`config.mk`:
```
export PLATFORM = sky130hd
export DESIGN_NAME = instr_issue
export DESIGN_NICKNAME = d
export VERILOG_FILES = /design/src/rtl/instr_issue.sv
export SDC_FILE = /design/constraint.sdc
export NUM_CORES = 1
export LEC_CHECK = 0
export CELL_PAD_IN_SITES_DETAIL_PLACEMENT = 0
export CELL_PAD_IN_SITES_GLOBAL_PLACEMENT = 1
export CORE_UTILIZATION = 32
export CTS_BUF_LIST = sky130_fd_sc_hd__clkbuf_4
export CTS_CLUSTER_DIAMETER = 100
export DETAILED_ROUTE_END_ITERATION = 7
export GPL_TIMING_DRIVEN = 0
export PLACE_DENSITY = 0.9
export SLEW_MARGIN = 20
export SYNTH_ARGS = -nofsm -noshare
export SYNTH_HDL_FRONTEND = slang
export SYNTH_SLANG_ARGS = --single-unit
```
`constraint.sdc`:
```
create_clock -name clk -period 1.6 [get_ports clk]
set_input_delay 0.24 -clock clk [delete_from_list [all_inputs] [get_ports clk]]
set_output_delay 0.24 -clock clk [all_outputs]
set_load 0.05 [all_outputs]
```
`src/rtl/instr_issue.sv`:
```
// Fetch/issue front end: sequences the PC, fetches words over a req/valid
// handshake and presents opcode/cmp_flag/operand to decode under valid/ready.
module instr_issue #(
    parameter int ADDR_W  = 10,
    parameter int INSTR_W = 24
) (
    input  logic                clk,
    input  logic                rst_n,
    input  logic                start,
    input  logic [ADDR_W-1:0]   start_addr,
    input  logic [ADDR_W-1:0]   end_addr,
    output logic                imem_req,
    output logic [ADDR_W-1:0]   imem_addr,
    input  logic                imem_valid,
    input  logic [INSTR_W-1:0]  imem_data,
    output logic                issue_valid,
    input  logic                issue_ready,
    output logic [3:0]          opcode,
    output logic [1:0]          cmp_flag,
    output logic [INSTR_W-7:0]  operand,
    output logic [ADDR_W-1:0]   issue_pc,
    input  logic                branch_resolve,
    input  logic                branch_taken,
    input  logic [ADDR_W-1:0]   branch_target,
    output logic                busy,
    output logic                done,
    output logic [15:0]         issue_count
);

    typedef enum logic [2:0] {
        IDLE,
        FETCH,
        WAIT_MEM,
        HOLD,
        BR_WAIT,
        DONE
    } state_t;

    localparam logic [3:0] OP_BRANCH = 4'b1110;
    localparam logic [3:0] OP_NOP    = 4'b1111;
    localparam int         OPND_W    = INSTR_W - 6;

    state_t              state, state_n;
    logic [ADDR_W-1:0]   pc, pc_n, pc_inc, issue_pc_n;
    logic [INSTR_W-1:0]  instr, instr_n;
    logic [15:0]         count_n;
    logic                req_n, valid_n, busy_n, done_n;
    logic [3:0]          opcode_n;
    logic [1:0]          cmp_n;
    logic [OPND_W-1:0]   operand_n;
    logic                at_end;

    assign imem_addr = pc;
    assign pc_inc    = pc + ADDR_W'(1);
    assign at_end    = (pc == end_addr);

    always_comb begin
        state_n    = state;
        pc_n       = pc;
        instr_n    = instr;
        issue_pc_n = issue_pc;
        count_n    = issue_count;

        case (state)
            IDLE, DONE: begin
                if (start) begin
                    pc_n    = start_addr;
                    count_n = '0;
                    state_n = FETCH;
                end
            end
            FETCH: state_n = WAIT_MEM;
            WAIT_MEM: begin
                if (imem_valid) begin
                    instr_n    = imem_data;
                    issue_pc_n = pc;
                    state_n    = HOLD;
                end
            end
            HOLD: begin
                if (issue_ready) begin
                    if (issue_count != '1) count_n = issue_count + 16'd1;
                    if (instr[INSTR_W-1 -: 4] == OP_BRANCH) begin
                        state_n = BR_WAIT;
                    end else if (at_end) begin
                        state_n = DONE;
                    end else begin
                        pc_n    = pc_inc;
                        state_n = FETCH;
                    end
                end
            end
            BR_WAIT: begin
                if (branch_resolve) begin
                    if (branch_taken) begin
                        pc_n    = branch_target;
                        state_n = FETCH;
                    end else if (at_end) begin
                        state_n = DONE;
                    end else begin
                        pc_n    = pc_inc;
                        state_n = FETCH;
                    end
                end
            end
            default: state_n = IDLE;
        endcase

        // Outputs are derived from the next state so they can be registered
        // and still line up with the state they describe.
        req_n     = (state_n == FETCH);
        valid_n   = (state_n == HOLD);
        busy_n    = (state_n != IDLE) && (state_n != DONE);
        done_n    = (state_n == DONE);
        opcode_n  = valid_n ? instr_n[INSTR_W-1 -: 4] : OP_NOP;
        cmp_n     = valid_n ? instr_n[INSTR_W-5 -: 2] : 2'b00;
        operand_n = valid_n ? instr_n[OPND_W-1:0]     : '0;
    end

    always_ff @(posedge clk) begin
        if (!rst_n) begin
            state       <= IDLE;
            pc          <= '0;
            instr       <= '0;
            issue_pc    <= '0;
            issue_count <= '0;
            imem_req    <= 1'b0;
            issue_valid <= 1'b0;
            busy        <= 1'b0;
            done        <= 1'b0;
            opcode      <= OP_NOP;
            cmp_flag    <= '0;
            operand     <= '0;
        end else begin
            state       <= state_n;
            pc          <= pc_n;
            instr       <= instr_n;
            issue_pc    <= issue_pc_n;
            issue_count <= count_n;
            imem_req    <= req_n;
            issue_valid <= valid_n;
            busy        <= busy_n;
            done        <= done_n;
            opcode      <= opcode_n;
            cmp_flag    <= cmp_n;
            operand     <= operand_n;
        end
    end

endmodule

```
==> reports/results.ini, run 1 <==
[run_status]
status = complete, but fails checks
violations = setup timing

[synthesis]
yosys-top-cells-area = dfxtp_1 44%, nor2_1 6.8%, mux2i_1 6.6%
yosysMostFrequentCell = dfxtp_1
yosysWarnings = 0
syn_nets = 537
synth_flop_cell = dfxtp_1
ys_types = 59
synth_top_cell_area_share_pct = 44.5
ys_seq_area_share_pct = 44.5
synth_edf_count = 0
syn-cell-area_um2 = 4100
synth_seq_cells = 91
postSynth.asyncResetShare_pct = 0
syn_area_per_cell_um2 = 8.64
netlist_instances = 474
synthTopCellsByCount = 91 x dfxtp_1, 74 x nor2_1, 53 x nand2_1, 33 x a21oi_1, 27 x mux2i_1
yosysTopAreaCell = dfxtp_1

[detailed_routing]
drcViolationCount = 0
drt_pass1_iterations = 4
drtIter0Drc = 325
wl_per_cell_um = 17.3
ant_nets = 0
vias = 4318
wl_mm = 14.7
via_per_inst = 5.07

[sta]
fmax_ghz = 0.524
finalSetupViolCount = 80
fin_skew_ns = 0.0201
period_share_pct = 119
hold_viol_final = 0
fin_crit_ns = 1.91
finalMaxSlewViolations = 0
worstMarginPinSlew_ns = 0.583
rsz0062_at_grt = true
worst_slack_ns = -0.309
relSlewSlack_pct = 61.1

[clock_tree]
cts_root_buf = clkbuf_4
clockBufferDepth = 2
postCtsHoldBufs = 0
insertion_delay_ns = 0.48
cts_tree = built
path_clk_slew_ns = 0.15
htreeDepth = 3
numCtsBuffers = 9
cts_sinks = 91

[place]
hpwlAfterDp_mm = 8.77
pre_cts_ws_ns = -0.670
gp_congestion = 0.818
port_buffers = 124

[finish]
fillCellCount = 936
final_nets = 742
regArea_um2 = 1910
antenna_cells = 0
drive_above_1_share_pct = 47.5
syn_to_final_growth_pct = 88.3
multi_input_area_um2 = 3120

[grt]
antenna_found_initial = 0
grt_pass1_vias = 4154
grt_pass1_wl_mm = 20.6
track_usage_pct = 20.2
overflow = 0
grt_max_degree = 18

[power]
power_frac_comb_pct = 32.2
sw_frac_of_total_pct = 34.5
power_frac_clock_pct = 22.8
irDropWorstVdd_mv = 0.652
p_total_uw = 5380
cellPowerDensity_nw_per_um2 = 698
p_switching_uw = 1860
internal-power_uw = 3520
power_leakage_uw = 0.00273
p_seq_share_pct = 45.0

[min_path]
hp-class = input port to flip-flop

[critical_path]
end_kind = flip-flop
cp.arrival_ns = 2.28
crit_family = simple AND/OR/NAND/NOR gates
path_class = flip-flop to flip-flop
start_kind = flip-flop
worstPathRequired_ns = 1.97
crit_buf_inv = 3
path_cells = buf_6 > and3_4 > a21oi_2 > o22a_4 > buf_12 > buf_16 > nor3b_4 > xnor2_1 > nor2_1
critPathMaxFanout = 5
crit_slowest_cell = dfxtp_4
cpPeakStageDelay_ns = 0.41

[floorplan]
coreArea_um2 = 12300
die_height_um = 115
die_area_um2 = 13300
die_w_um = 115
ios = 125
initial_utilization_pct = 33.4
fp-row-count = 40

[run]
cap_violations = 0

[worst paths after layout]
| path | cells after the start | start | slack, ns | end |
|---|---|---|---|---|
| worst max-delay path | 9 | state[0]$_SDFF_PN0_ | -0.31 | issue_count[5]$_SDFFE_PN0P_ |
| worst min register to register | 2 | issue_pc[5]$_SDFFE_PN0P_ | 0.48 | issue_pc[5]$_SDFFE_PN0P_ |
| worst min-delay path | 3 | rst_n | 0.41 | imem_req$_SDFF_PN0_ |
| worst max register to register | 9 | state[0]$_SDFF_PN0_ | -0.31 | issue_count[5]$_SDFFE_PN0P_ |
[final cells by class]
type                    count  area share, %
inverters                   6          0.422
clock buffers               9          0.876
well taps                 168           2.73
repair buffers            197           26.2
multi-input cells         346           40.4
flip-flops and latches     91           24.7
clock inverters             7          0.747
plain buffers              28           3.88
[cell usage in the layout, fill, tap and decap left out, types with 4 or more instances in the layout]
cell type and n:
dfxtp_1 62, clkdlybuf4s50_1 60, nor2_1 54, nand2_1 45
clkdlybuf4s15_2 37, buf_4 35, buf_6 34, a21oi_1 25
mux2i_4 24, dfxtp_4 20, xnor2_1 16, nor2_4 15
clkbuf_2 14, buf_12 13, nor3_4 9, nor4_4 9
clkbuf_4 9, dfxtp_2 9, buf_2 8, o21ai_0 8
clkdlybuf4s15_1 8, nand3_1 7, a31oi_1 7, buf_8 6
nor2_2 6, and3_1 6, xor2_1 6, and3_4 5
a21oi_2 5, clkbuf_1 5, nand2_2 5, a21oi_4 4
nand4_1 4, nor3_1 4
[stage by stage]
step / std cells / utilization (%) / TNS, ns / hold WS (ns) / instance area, um2
3_5_place_dp: 766 / 47.5 / -49.14 / 0.451 / 5820
5_1_grt: 852 / 62.9 / -19.58 / 0.410 / 7710
3_3_place_gp: 766 / 47.5 / -47.19 / 0.443 / 5820
6_report: 852 / 62.9 / -13.51 / 0.413 / 7710
2_1_floorplan: 474 / - / -1.48 / 0.388 / 4370
4_1_cts: 826 / 56.2 / -10.95 / 0.370 / 6890
[cell families after synthesis]
kind of cell             Yosys count  share of synthesized area (%)
AND/OR/NAND/NOR                  213                           25.9
flip-flops                        91                           44.5
AO/OA/AOI/OAI                     80                           12.6
buffers and inverters             37                           4.61
multiplexers                      27                           6.60
XOR/XNOR                          24                           5.13
adder cells (fa/ha/maj)            2                          0.611
[worst min-delay path, stage by stage]
cell             delay (ns)
clkdlybuf4s50_1        0.46
nand2b_4               0.11
nor3_2                 0.04
[power by group through the flow]
stage / registers, uW / logic (uW) / clock network (uW)
after global placement: 2460 / 1080 / 0
after floorplan: 2630 / 511 / 0
final: 2420 / 1730 / 1230
after detailed placement: 2470 / 1100 / 0
after CTS: 2410 / 1420 / 1250
after global routing: 2430 / 1830 / 1350
[layer usage]
metal / global-route usage, % / part of all wire (%) / vias to the layer above
met5: 0 / 0 / -
li1: - / - / 2077
met4: 8.14 / 2.6 / 0
met3: 5.54 / 7.0 / 30
met1: 24.6 / 40 / 2045
met2: 33.5 / 50 / 166
[repair_timing]
action                                 CTS  global route
buffers inserted                        40            27
cloned                                   6             1
endpoints found under the hold margin    0             0
pin swaps                               43            40
setup endpoints to repair              153           109
gates resized for setup                284           159
[sequential cells by signal, indices dropped and copies added, names as in the netlist, 2 cells and up]
name / cells
instr: 24
operand: 18
issue_count: 16
imem_addr: 10
issue_pc: 10
opcode: 4
state: 3
cmp_flag: 2
(Power assumes the default switching activity.)
==> inputs of run 2 (changes only) <==
- SKIP_CTS_REPAIR_TIMING: default -> 1
==> reports/results.ini, run 2 (synthesis gave the netlist of run 1 again) <==
[sta]
relSlewSlack_pct = 58.2  ; was 61.1%
setup_tns_ns = -14.69  ; was -13.51 ns
fmax_ghz = 0.505  ; was 0.524 GHz
worst_slack_ns = -0.382  ; was -0.309 ns
rsz0062_at_grt = true  ; unchanged
finalMaxSlewViolations = 0  ; unchanged
hold_viol_final = 0  ; unchanged
fin_skew_ns = 0.0306  ; was 0.0201 ns
period_share_pct = 124  ; was 119%
worstMarginPinSlew_ns = 0.618  ; was 0.583 ns
finalSetupViolCount = 76  ; was 80
fin_crit_ns = 1.98  ; was 1.91 ns

[floorplan]
die_height_um = 115  ; unchanged
initial_utilization_pct = 33.4  ; unchanged
ios = 125  ; unchanged
coreArea_um2 = 12300  ; unchanged
die_w_um = 115  ; unchanged
fp-row-count = 40  ; unchanged
die_area_um2 = 13300  ; unchanged

[finish]
antenna_cells = 0  ; unchanged
largest_reg_flops = 24  ; unchanged
largest-register = instr  ; unchanged
layout_common_cells = 62 x dfxtp_1, 60 x clkdlybuf4s50_1, 55 x dlymetal6s2s_1  ; was 62 x dfxtp_1, 60 x clkdlybuf4s50_1, 54 x nor2_1
final_common_cell = dfxtp_1  ; unchanged
top_regs = instr (24), operand (18), issue_count (16)  ; unchanged
final_nets = 713  ; was 742
final_area_um2 = 7370  ; was 7710 um2
fillCellCount = 972  ; was 936
syn_to_final_growth_pct = 80.0  ; was 88.3%
drive_above_1_share_pct = 35.4  ; was 47.5%

[power]
cellPowerDensity_nw_per_um2 = 698  ; about the same
sw_frac_of_total_pct = 34.4  ; was 34.5%
internal-power_uw = 3380  ; was 3520 uW
power_frac_comb_pct = 29.1  ; was 32.2%
power_frac_clock_pct = 23.7  ; was 22.8%
power_leakage_uw = 0.00341  ; was 0.00273 uW
p_switching_uw = 1770  ; was 1860 uW
irDropWorstVdd_mv = 0.674  ; was 0.652 mV
p_seq_share_pct = 47.2  ; was 45.0%

[critical_path]
start_kind = flip-flop  ; unchanged
rr_worst_depth = 6  ; was 9
r2r_setup_slack_ns = -0.38  ; was -0.31 ns
end_kind = flip-flop  ; unchanged
critPathMaxFanout = 7  ; was 5
path_cells = xor2_1 > nor4_2 > nand4_1 > and2_4 > or3b_1 > a31oi_1  ; was buf_6 > and3_4 > a21oi_2 > o22a_4 > buf_12 > buf_16 > nor3b_4 > xnor2_1 > nor2_1
r2r-end = busy$_SDFF_PN0_  ; was issue_count[5]$_SDFFE_PN0P_
worstPathRequired_ns = 2.00  ; was 1.97 ns
cp.arrival_ns = 2.39  ; was 2.28 ns
cpPeakStageDelay_ns = 0.40  ; was 0.41 ns
path_class = flip-flop to flip-flop  ; unchanged
crit_slowest_cell = dfxtp_4  ; unchanged
r2r-start = imem_addr[4]$_SDFFE_PN0P_  ; was state[0]$_SDFF_PN0_

[clock_tree]
clockBufferDepth = 2  ; unchanged
insertion_delay_ns = 0.48  ; about the same
cts_sinks = 91  ; unchanged
numCtsBuffers = 9  ; unchanged
htreeDepth = 3  ; unchanged
cts_root_buf = clkbuf_4  ; unchanged
cts_tree = built  ; unchanged
path_clk_slew_ns = 0.16  ; was 0.15 ns

[detailed_routing]
via_per_inst = 5.02  ; was 5.07
drtIter0Drc = 208  ; was 325
ant_nets = 0  ; unchanged
wl_mm = 13.6  ; was 14.7 mm
wl_per_cell_um = 16.5  ; was 17.3 um
vias = 4133  ; was 4318
drt_pass1_iterations = 4  ; unchanged
drcViolationCount = 0  ; unchanged

[grt]
overflow = 0  ; unchanged
antenna_found_initial = 0  ; unchanged
track_usage_pct = 17.8  ; was 20.2%
grt_max_degree = 18  ; unchanged
grt_pass1_vias = 3796  ; was 4154
grt_pass1_wl_mm = 18.3  ; was 20.6 mm

[place]
hpwlAfterDp_mm = 8.77  ; unchanged
port_buffers = 124  ; unchanged
gp_congestion = 0.818  ; unchanged
detailed_place.area_um2 = 5820  ; unchanged

[run]
cap_violations = 0  ; unchanged

[min_path]
worstHoldEndpoint = imem_req$_SDFF_PN0_  ; unchanged
hp-start = rst_n  ; unchanged
hp-class = input port to flip-flop  ; unchanged
hold_depth = 3  ; unchanged

[run_status]
status = complete, but fails checks  ; unchanged
violations = setup timing  ; unchanged

==> run 2: cell count changes in the layout (fill, tap and decap cells not counted), moves of 4 or more <==
cell	previous run	this run
clkdlybuf4s15_1	8	0
nor2_2	6	2
buf_12	13	6
clkdlybuf4s15_2	37	0
nor2_4	15	19
clkbuf_16	0	5
buf_6	34	17
buf_4	35	25
dlymetal6s2s_1	0	55
buf_2	8	2
==> run 2: worst max-delay path by stage <==
stage / from / end / cells after the start
after floorplan: imem_addr[2]$_SDFFE_PN0P_ / busy$_SDFF_PN0_ / 7
after global placement: branch_taken / imem_addr[2]$_SDFFE_PN0P_ / 5
after detailed placement: end_addr[8] / imem_addr[7]$_SDFFE_PN0P_ / 8
after CTS: imem_addr[2]$_SDFFE_PN0P_ / imem_addr[7]$_SDFFE_PN0P_ / 8
after global routing: imem_addr[4]$_SDFFE_PN0P_ / busy$_SDFF_PN0_ / 6
final: imem_addr[4]$_SDFFE_PN0P_ / busy$_SDFF_PN0_ / 6
==> run 2: final cells by class <==
class / count / area (um2) / share of cell area, %
Multi-Input combinational cell: 346 / 2990 / 40.6
Sequential cell: 91 / 1910 / 25.9
Timing Repair Buffer: 166 / 1810 / 24.6
Buffer: 30 / 293 / 3.97
Tap cell: 168 / 210 / 2.85
Clock buffer: 9 / 67.6 / 0.916
Clock inverter: 7 / 57.6 / 0.781
Inverter: 6 / 32.5 / 0.441
==> run 2: worst max-delay path, delay by kind of cell (launching register included) <==
family / cells / cell delay [ns]
and+or+nand+nor: 4 / 1.21
AOI/OAI and AO/OA: 1 / 0.13
xor gates and xnor gates: 1 / 0.17
DFF: 1 / 0.40
==> run 2: per-stage QoR <==
step | utilization (%) | total power, uW | hold WS (ns) | instances | setup WS, ns
CTS | 48.5 | 4770 | 0.354 | 782 | -0.427
detailed placement | 47.5 | 3560 | 0.451 | 766 | -0.670
global route | 60.1 | 5400 | 0.416 | 823 | -0.475
global placement | 47.5 | 3540 | 0.443 | 766 | -0.658
finish | 60.1 | 5140 | 0.429 | 823 | -0.382
floorplan | - | 3140 | 0.388 | 474 | -0.158
==> run 2: per-layer routing <==
| metal | part of all wire (%) | global-route usage (%) | vias up |
|---|---|---|---|
| met4 | 2.0 | 7.36 | 0 |
| li1 | - | - | 2019 |
| met3 | 6.6 | 5.11 | 18 |
| met1 | 42 | 22.6 | 1966 |
| met5 | 0 | 0 | - |
| met2 | 49 | 28.4 | 130 |
==> run 2: power groups by stage <==
stage,Combinational [uW],Sequential (uW),Clock (uW)
final,1500,2430,1220
after detailed placement,1100,2470,0
after global routing,1590,2440,1370
after floorplan,511,2630,0
after global placement,1080,2460,0
after CTS,1100,2420,1250
